`config.mk`:
```
export PLATFORM = sky130hd
export DESIGN_NAME = fuel_station_feeder
export DESIGN_NICKNAME = d
export VERILOG_FILES = /design/src/rtl/fuel_station_feeder.sv
export SDC_FILE = /design/constraint.sdc
export NUM_CORES = 1
export LEC_CHECK = 0
export ABC_AREA = 1
export CORE_UTILIZATION = 57
export DETAILED_ROUTE_END_ITERATION = 10
export PLACE_DENSITY_LB_ADDON = 0.25
export SETUP_SLACK_MARGIN = 0.5
export SLEW_MARGIN = 10
export SYNTH_ARGS = -nofsm -noshare
export SYNTH_HDL_FRONTEND = slang
export SYNTH_SLANG_ARGS = --single-unit
export TNS_END_PERCENT = 10
```
`constraint.sdc`:
```
create_clock -name CLK -period 3.14 [get_ports CLK]
set_input_delay 0.942 -clock CLK [delete_from_list [all_inputs] [get_ports CLK]]
set_output_delay 0.942 -clock CLK [all_outputs]
set_load 0.03 [all_outputs]
```
`src/rtl/fuel_station_feeder.sv`:
```
// fuel_station_feeder: buffers car requests in a 4-entry FIFO and feeds them
// to the fuel station one at a time. A setup run programs the pump counts
// first. Entries are issued strictly in order (head-of-line blocking), and
// cars the station accepts or rejects are counted.
// Optional feature: define FEEDER_PRECHECK_EN to drop heads whose amount is 0
// or greater than 8 locally, without issuing them.
module fuel_station_feeder (
  input  logic       CLK,
  input  logic       RST_N,
  input  logic       start,
  input  logic [2:0] cfg_gas_pumps,
  input  logic [2:0] cfg_diesel_pumps,
  input  logic       req_valid,
  output logic       req_ready,
  input  logic       req_type,
  input  logic [3:0] req_amount,
  output logic [1:0] mode,
  output logic [2:0] n_gasoline_pumps,
  output logic [2:0] n_diesel_pumps,
  output logic [3:0] fuel_amount,
  output logic       fuel_type,
  input  logic       is_gasoline_queue_not_full,
  input  logic       is_diesel_queue_not_full,
  input  logic       invalid_gasoline_car,
  input  logic       invalid_diesel_car,
  input  logic       invalid_setup_params,
  output logic       busy,
  output logic       setup_error,
  output logic [7:0] cars_sent,
  output logic [7:0] cars_rejected
);

  typedef enum logic [2:0] {
    S_IDLE      = 3'd0,
    S_SETUP     = 3'd1,
    S_SETUP_CHK = 3'd2,
    S_RUN       = 3'd3,
    S_ISSUE     = 3'd4,
    S_CHECK     = 3'd5,
    S_ERROR     = 3'd6
  } state_e;

  state_e     state_q;
  logic [1:0] mode_q;
  logic       busy_q;
  logic       setup_error_q;
  logic [2:0] n_gas_q;
  logic [2:0] n_diesel_q;
  logic [3:0] fuel_amount_q;
  logic       fuel_type_q;
  logic [7:0] sent_q;
  logic [7:0] rejected_q;

  // FIFO storage: each entry is {type, amount}
  logic [4:0] mem_q [4];
  logic [1:0] wr_ptr_q;
  logic [1:0] rd_ptr_q;
  logic [2:0] count_q;

  logic       fifo_empty;
  logic       flush;
  logic       push;
  logic       pop;
  logic       head_type;
  logic [3:0] head_amount;
  logic       head_eligible;
  logic       head_invalid;
  logic       precheck_drop;

  function automatic logic [7:0] sat_inc(input logic [7:0] v);
    return (v == 8'hFF) ? v : v + 8'd1;
  endfunction

  assign fifo_empty    = (count_q == 3'd0);
  assign req_ready     = (count_q != 3'd4);
  assign head_type     = mem_q[rd_ptr_q][4];
  assign head_amount   = mem_q[rd_ptr_q][3:0];
  assign head_eligible = head_type ? is_diesel_queue_not_full : is_gasoline_queue_not_full;
  assign head_invalid  = head_type ? invalid_diesel_car : invalid_gasoline_car;
  assign flush         = start && ((state_q == S_IDLE) || (state_q == S_ERROR));
  assign push          = req_valid && req_ready && !flush;

`ifdef FEEDER_PRECHECK_EN
  assign precheck_drop = (state_q == S_RUN) && !fifo_empty &&
                         ((head_amount == 4'd0) || (head_amount > 4'd8));
`else
  assign precheck_drop = 1'b0;
`endif

  // The head leaves the FIFO after its station verdict, or when dropped locally
  assign pop = (state_q == S_CHECK) || precheck_drop;

  // FIFO pointers, occupancy and storage; a start from IDLE/ERROR flushes it
  always_ff @(posedge CLK or negedge RST_N) begin
    if (!RST_N) begin
      wr_ptr_q <= 2'd0;
      rd_ptr_q <= 2'd0;
      count_q  <= 3'd0;
      for (int i = 0; i < 4; i++) mem_q[i] <= 5'd0;
    end else if (flush) begin
      wr_ptr_q <= 2'd0;
      rd_ptr_q <= 2'd0;
      count_q  <= 3'd0;
    end else begin
      if (push) begin
        mem_q[wr_ptr_q] <= {req_type, req_amount};
        wr_ptr_q        <= wr_ptr_q + 2'd1;
      end
      if (pop) begin
        rd_ptr_q <= rd_ptr_q + 2'd1;
      end
      case ({push, pop})
        2'b10:   count_q <= count_q + 3'd1;
        2'b01:   count_q <= count_q - 3'd1;
        default: count_q <= count_q;
      endcase
    end
  end

  // Control FSM with all station-facing outputs registered alongside the state
  always_ff @(posedge CLK or negedge RST_N) begin
    if (!RST_N) begin
      state_q       <= S_IDLE;
      mode_q        <= 2'b00;
      busy_q        <= 1'b0;
      setup_error_q <= 1'b0;
      n_gas_q       <= 3'd0;
      n_diesel_q    <= 3'd0;
      fuel_amount_q <= 4'd0;
      fuel_type_q   <= 1'b0;
      sent_q        <= 8'd0;
      rejected_q    <= 8'd0;
    end else begin
      case (state_q)
        S_IDLE, S_ERROR: begin
          if (start) begin
            state_q       <= S_SETUP;
            mode_q        <= 2'b10;
            busy_q        <= 1'b1;
            setup_error_q <= 1'b0;
            n_gas_q       <= cfg_gas_pumps;
            n_diesel_q    <= cfg_diesel_pumps;
            sent_q        <= 8'd0;
            rejected_q    <= 8'd0;
          end
        end
        S_SETUP: begin
          state_q <= S_SETUP_CHK;
          mode_q  <= 2'b00;
        end
        S_SETUP_CHK: begin
          if (invalid_setup_params) begin
            state_q       <= S_ERROR;
            setup_error_q <= 1'b1;
            busy_q        <= 1'b0;
          end else begin
            state_q <= S_RUN;
          end
        end
        S_RUN: begin
          if (precheck_drop) begin
            rejected_q <= sat_inc(rejected_q);
          end else if (!fifo_empty && head_eligible) begin
            state_q       <= S_ISSUE;
            mode_q        <= 2'b01;
            fuel_type_q   <= head_type;
            fuel_amount_q <= head_amount;
          end
        end
        S_ISSUE: begin
          state_q <= S_CHECK;
          mode_q  <= 2'b00;
        end
        S_CHECK: begin
          if (head_invalid) begin
            rejected_q <= sat_inc(rejected_q);
          end else begin
            sent_q <= sat_inc(sent_q);
          end
          state_q <= S_RUN;
        end
        default: begin
          state_q <= S_IDLE;
          mode_q  <= 2'b00;
          busy_q  <= 1'b0;
        end
      endcase
    end
  end

  assign mode             = mode_q;
  assign busy             = busy_q;
  assign setup_error      = setup_error_q;
  assign n_gasoline_pumps = n_gas_q;
  assign n_diesel_pumps   = n_diesel_q;
  assign fuel_amount      = fuel_amount_q;
  assign fuel_type        = fuel_type_q;
  assign cars_sent        = sent_q;
  assign cars_rejected    = rejected_q;

endmodule

```
# ---- Yosys cells after proc, flatten, opt, wreduce, memory -nomap -nowiden
# Cells that the tools add are included.
dict set report word_totals {
  latchBits 0
  ff_bits 61
  mem_count 0
  out_inout_bits 32
  elab_cells 110
  ramBits 0
  romBits 0
  in_bits 20
}
dict set report op_classes {
  magnitude_cmp 3
  div_mod_pow 0
  n_bitwise 5
  addsub 6
  mux 34
  reduce_logical 27
  shifts 0
  n_mul 0
  eq_ne 18
}
# operator count
set ops {}
lappend ops {{two-way mux 8 bit} 5}
lappend ops {{one-hot mux 8 bit (2 select lines)} 2}
lappend ops {{bitwise mux 20 bit} 1}
lappend ops {{one-hot mux 3 bit (6 select lines)} 1}
lappend ops {{adder 8 x 1 -> 8 bit, second input constant} 2}
lappend ops {{equality test 8 bit, second input constant} 2}
lappend ops {{two-way mux 5 bit} 3}
lappend ops {{two-way mux 2 bit} 6}
lappend ops {{two-way mux 3 bit} 4}
lappend ops {{!= test 2 bit, second input constant} 6}
lappend ops {{binary-select mux 5 bit (select 2 bit)} 1}
lappend ops {{demux 5 bit (select 2 bit)} 1}
lappend ops {{equality test 3 bit, second input constant} 3}
lappend ops {{AND reduction 3 bit} 3}
lappend ops {{AND reduction 2 bit} 4}
lappend ops {{AND reduction 4 bit} 2}
lappend ops {{nonzero test 2 bit} 4}
lappend ops {{equality test 3 x 2 -> 1 bit, second input constant} 2}
lappend ops {{>= comparator 3 bit, second input constant} 2}
lappend ops {{logical NOT 3 bit} 2}
lappend ops {{two-way mux 1 bit} 6}
lappend ops {{NOT 2 -> 3 bit} 2}
lappend ops {{one-hot mux 2 bit (3 select lines)} 1}
lappend ops {{one-hot mux 3 bit (2 select lines)} 1}
lappend ops {{other kinds (18)} 27}

# ---- Depth between registers and ports, before layout
dict set report logic_depth {
  ltp_word 8
  mapped_depth 12
  depth_no_buf 12
}

# ---- Worst setup path after synthesis
# OpenSTA, ideal clock, no wires.
dict set report synth_path {
  kind {input-to-reg}
  startpoint {input port req_valid}
  endpoint {register count_q[2]}
  n_path_buf 0
  path_slack_ns 0.924
  arrival_ns 2.099
  path_stages 8
  t_required_ns 3.023
  setup_time_ns 0.117
  cell_sequence {nand2_1 nand2_1 inv_1 fa_1 xnor2_1 xor2_1 nand3_1 nand2_1}
}
dict set report synth_via {
  elab_chain_cells 5
  word_cells_on_any_way 7
  cone_classes {eq/ne (2); mux (2); reduce/logical (3)}
}
# element line_no
set synth_lines {}
lappend synth_lines {{start, declared} 13} ;# input logic req_valid,
lappend synth_lines {{logical AND 1 bit (*) (2 in a row)} 81} ;# assign push = req_valid && req_ready && !flush;
lappend synth_lines {{equality test 2 x 1 -> 1 bit / equality test 2 bit (equally long branches)} 112} ;# case ({push, pop})
lappend synth_lines {{one-hot mux 3 bit (2 select lines)} 112}
lappend synth_lines {{two-way mux 3 bit} 100} ;# end else if (flush) begin
lappend synth_lines {{end signal, assigned} 113} ;# 2'b10: count_q <= count_q + 3'd1;
lappend synth_lines {{end signal, assigned} 114} ;# 2'b01: count_q <= count_q - 3'd1;
lappend synth_lines {{end signal, assigned} 115} ;# default: count_q <= count_q;
lappend synth_lines {{end, declared} 58} ;# logic [2:0] count_q;
# Every way passes the cells marked *; elsewhere a longest branch is shown, timed or not.
# A chain may end at the register's enable or synchronous reset.

# ---- Worst setup path in the final report
# Same ends and word-level chain as after synthesis.

==> impl_metrics.env <==
export IMPL_netlist_cell_types=32
export IMPL_detail_route_iter0_violations=163
export IMPL_timing_worst_slew_pin_value_ns=0.693
export IMPL_power_leakage_nw=1.86
export IMPL_drt_pre_antenna_iters=4
export IMPL_floorplan_rows=26
export IMPL_max_cap_violations=0
export IMPL_floorplan_die_width_um=76.2
export IMPL_r2r_end="count_q[2]$_DFFE_PN0P_"
export IMPL_ctsRootBufferMaster="clkbuf_8"
export IMPL_total_power_mw=3.67
export IMPL_cts_tree="built"
export IMPL_post_dp_hpwl_um=4740
export IMPL_syn_avg_cell_area_um2=8.45
export IMPL_worst_r2r_startpoint="count_q[0]$_DFFE_PN0P_"
export IMPL_synth_main_ff_cell="dfrtp_1"
export IMPL_layout_min_cycle_time_ns=2.46
export IMPL_setup_tns_ns=0
export IMPL_grt_first_pass_wirelength_um=12100
export IMPL_synth_most_common_cell="nand2_1"
export IMPL_first_global_vias=2661
export IMPL_worstSetupEndpointType="register"
export IMPL_clk_pin_slew_worst_paths_ns=0.07
export IMPL_status="finished, final reports clean"
export IMPL_finalWirelength_um=6990
export IMPL_dieHeight_um=76.2
export IMPL_synth_nets=399
export IMPL_cts_buffer_depth=2
export IMPL_worstRegToRegCells=10
export IMPL_yosysSeqAreaShare=0.486
export IMPL_report_final_slew_viol_count=0
export IMPL_period_share=0.784
export IMPL_input_output_buffers=51
export IMPL_synthDominantAreaCellType="dfrtp_1"
export IMPL_clock_sink_count=61
export IMPL_final_layout_size_suffix_gt1_frac=0.0989
export IMPL_cts_htree_levels=3
export IMPL_ys_top_cells_by_count="nand2_1, dfrtp_1, inv_1, nor2_1, o21ai_1"
export IMPL_num_nets_final=457
export IMPL_finalWeightedCongestion=0.852
export IMPL_min_delay_path_depth=2
export IMPL_critical_path_required_ns=3.42
export IMPL_die_area_mm2=0.00581
export IMPL_gr_usage_met3=0.0467
export IMPL_starting_utilization_of_the_core_area=0.604
export IMPL_skew_ns=0.00747
export IMPL_floorplan_io_pins=52
export IMPL_design_core_area_mm2=0.00520
export IMPL_max_vdd_ir_drop_uv=658
export IMPL_via_count_of_the_routed_design=2738
export IMPL_post_cts_repair_setup_buffers=0
export IMPL_worst_hold_path_type="register to register"
export IMPL_critPathLaunchType="primary input"
export IMPL_ys_top_cells_by_area="dfrtp_1, nand2_1, o21ai_1"
export IMPL_yosys_area_top_type_share=0.486
export IMPL_synthArstFlopShare=1.00
export IMPL_grt_antenna_before_repair=0
export IMPL_synthToLayoutAreaGrowth_pct=25.5
export IMPL_diodes=0
export IMPL_met2_usage=0.441
export IMPL_relSlewSlack=0.538
export IMPL_route_detailed_drc=0
export IMPL_reg2reg_setup_slack_ns=1.09
export IMPL_p_per_area_mw_per_mm2=932
export IMPL_synth_enable_flop_cells=0
export IMPL_max_clock_freq_ghz=0.406
export IMPL_place_inst=489
export IMPL_whs_endpoint="mode[1]$_DFFE_PN0P_"
export IMPL_drt_via_density=5.42
export IMPL_setup_viol_count_final=0
export IMPL_global_route_peak_usage_layer="met2"
export IMPL_drt_antenna_violating_nets=0
export IMPL_worstSkewPairLatency_ns=0.34
export IMPL_grt_use_total=0.267
export IMPL_final_hold_viol_count=0
export IMPL_gr_total_overflow=0
export IMPL_grt_setup_unrepaired="no"
export IMPL_synth_ff_latch_count=61
export IMPL_nFillCells=393
export IMPL_timing_hold_worst_start="mode[1]$_DFFE_PN0P_"
export IMPL_combined_area_of_all_synthesized_cells_mm2=0.00314
export IMPL_ys_warnings_count=0
export IMPL_synth_cells=372
export IMPL_global_route_usage_met1=0.340
export IMPL_path_max_fanout=3
export IMPL_final_instance_count_excl_fill=505
export IMPL_grt_max_degree=33
export IMPL_cts_buffers_inserted=9
export IMPL_avgRoutedWirePerCell_um=13.8
export IMPL_timing_critical_path_arrival_ns=2.74
export IMPL_critPathKind="primary input to register"
[metrics by stage]
stage / cell area, µm² / utilization / hold WS (ns) / setup WS, ns
after floorplan: 3140 / - / 0.454 / 0.924
after global placement: 3720 / 0.716 / 0.456 / 0.442
after detailed placement: 3720 / 0.716 / 0.458 / 0.377
after CTS: 3940 / 0.757 / 0.475 / 0.504
after global routing: 3940 / 0.757 / 0.509 / 0.590
final: 3940 / 0.757 / 0.469 / 0.678
[how the worst max path moves through the flow]
stage,slack [ns],startpoint,endpoint,cells past startpoint
floorplan,0.92,req_valid,count_q[2]$_DFFE_PN0P_,8
global placement,0.44,req_valid,count_q[2]$_DFFE_PN0P_,9
detailed placement,0.38,req_valid,count_q[2]$_DFFE_PN0P_,9
CTS,0.50,count_q[0]$_DFFE_PN0P_,req_ready,3
global route,0.59,req_valid,count_q[2]$_DFFE_PN0P_,9
finish,0.68,req_valid,count_q[2]$_DFFE_PN0P_,9
[what timing repair did]
| action | in CTS | in global routing |
|---|---|---|
| hold buffers | 0 | 0 |
| setup endpoints to repair | 0 | 1 |
| gates resized for setup | 0 | 1 |
[power breakdown]
| part | total, mW | switching [mW] | leakage, nW | internal [mW] |
|---|---|---|---|---|
| combinational | 1.63 | 1.04 | 0.973 | 0.588 |
| sequential | 1.29 | 0.220 | 0.790 | 1.07 |
| clock | 0.759 | 0.314 | 0.0985 | 0.445 |
[worst max-delay path, stage by stage]
cell	delay, ns
clkdlybuf4s50_1	0.47
nand2_1	0.17
nand2_1	0.19
inv_1	0.08
fa_1	0.38
xnor2_1	0.19
xor2_1	0.15
nand3_1	0.09
nand2_1	0.08
[registers in the layout, summed over array words and instances (netlist names), 2 cells and up]
signal	count
cars_rejected	8
cars_sent	8
count_q	3
fuel_amount	4
mem_q	20
mode	2
n_diesel_pumps	3
n_gasoline_pumps	3
rd_ptr_q	2
state_q	3
wr_ptr_q	2
[cells by family after synthesis]
logic type	share of synthesized area
muxes	0.00319
AOI/OAI and AO/OA	0.0828
xor gates and xnor gates	0.0335
and+or+nand+nor	0.311
DFF	0.486
adders and majority gates	0.0303
buffers and inverters	0.0538
[final cells by class]
| cell class | count | area, µm² | share of cell area |
|---|---|---|---|
| Clock buffer | 10 | 128 | 0.0324 |
| Clock inverter | 6 | 87.6 | 0.0222 |
| Inverter | 35 | 139 | 0.0352 |
| Multi-Input combinational cell | 271 | 1450 | 0.367 |
| Sequential cell | 61 | 1530 | 0.387 |
| Tap cell | 70 | 87.6 | 0.0222 |
| Timing Repair Buffer | 52 | 528 | 0.134 |
[routing by layer]
| layer | vias to the layer above | share of wire | routed length [µm] |
|---|---|---|---|
| met1 | 1310 | 0.44 | 3050 |
| li1 | 1312 | - | - |
| met2 | 99 | 0.49 | 3420 |
| met3 | 17 | 0.051 | 354 |
| met5 | - | 0 | 0 |
| met4 | 0 | 0.023 | 161 |
[layout by cell type (no fill, tap or decap), types with 3 or more instances in the layout]
master / instances
clkbuf_8: 9
clkdlybuf4s50_1: 49
clkinvlp_4: 3
dfrtp_1: 61
ha_1: 6
inv_1: 28
inv_2: 6
nand2_1: 125
nand2_2: 7
nand2_8: 5
nand3_1: 21
nand4_1: 5
nor2_1: 28
nor3_1: 3
o21ai_0: 17
o21ai_1: 22
o22ai_1: 4
xnor2_1: 4
xor2_1: 8
Power figures use the tool's default switching activity.
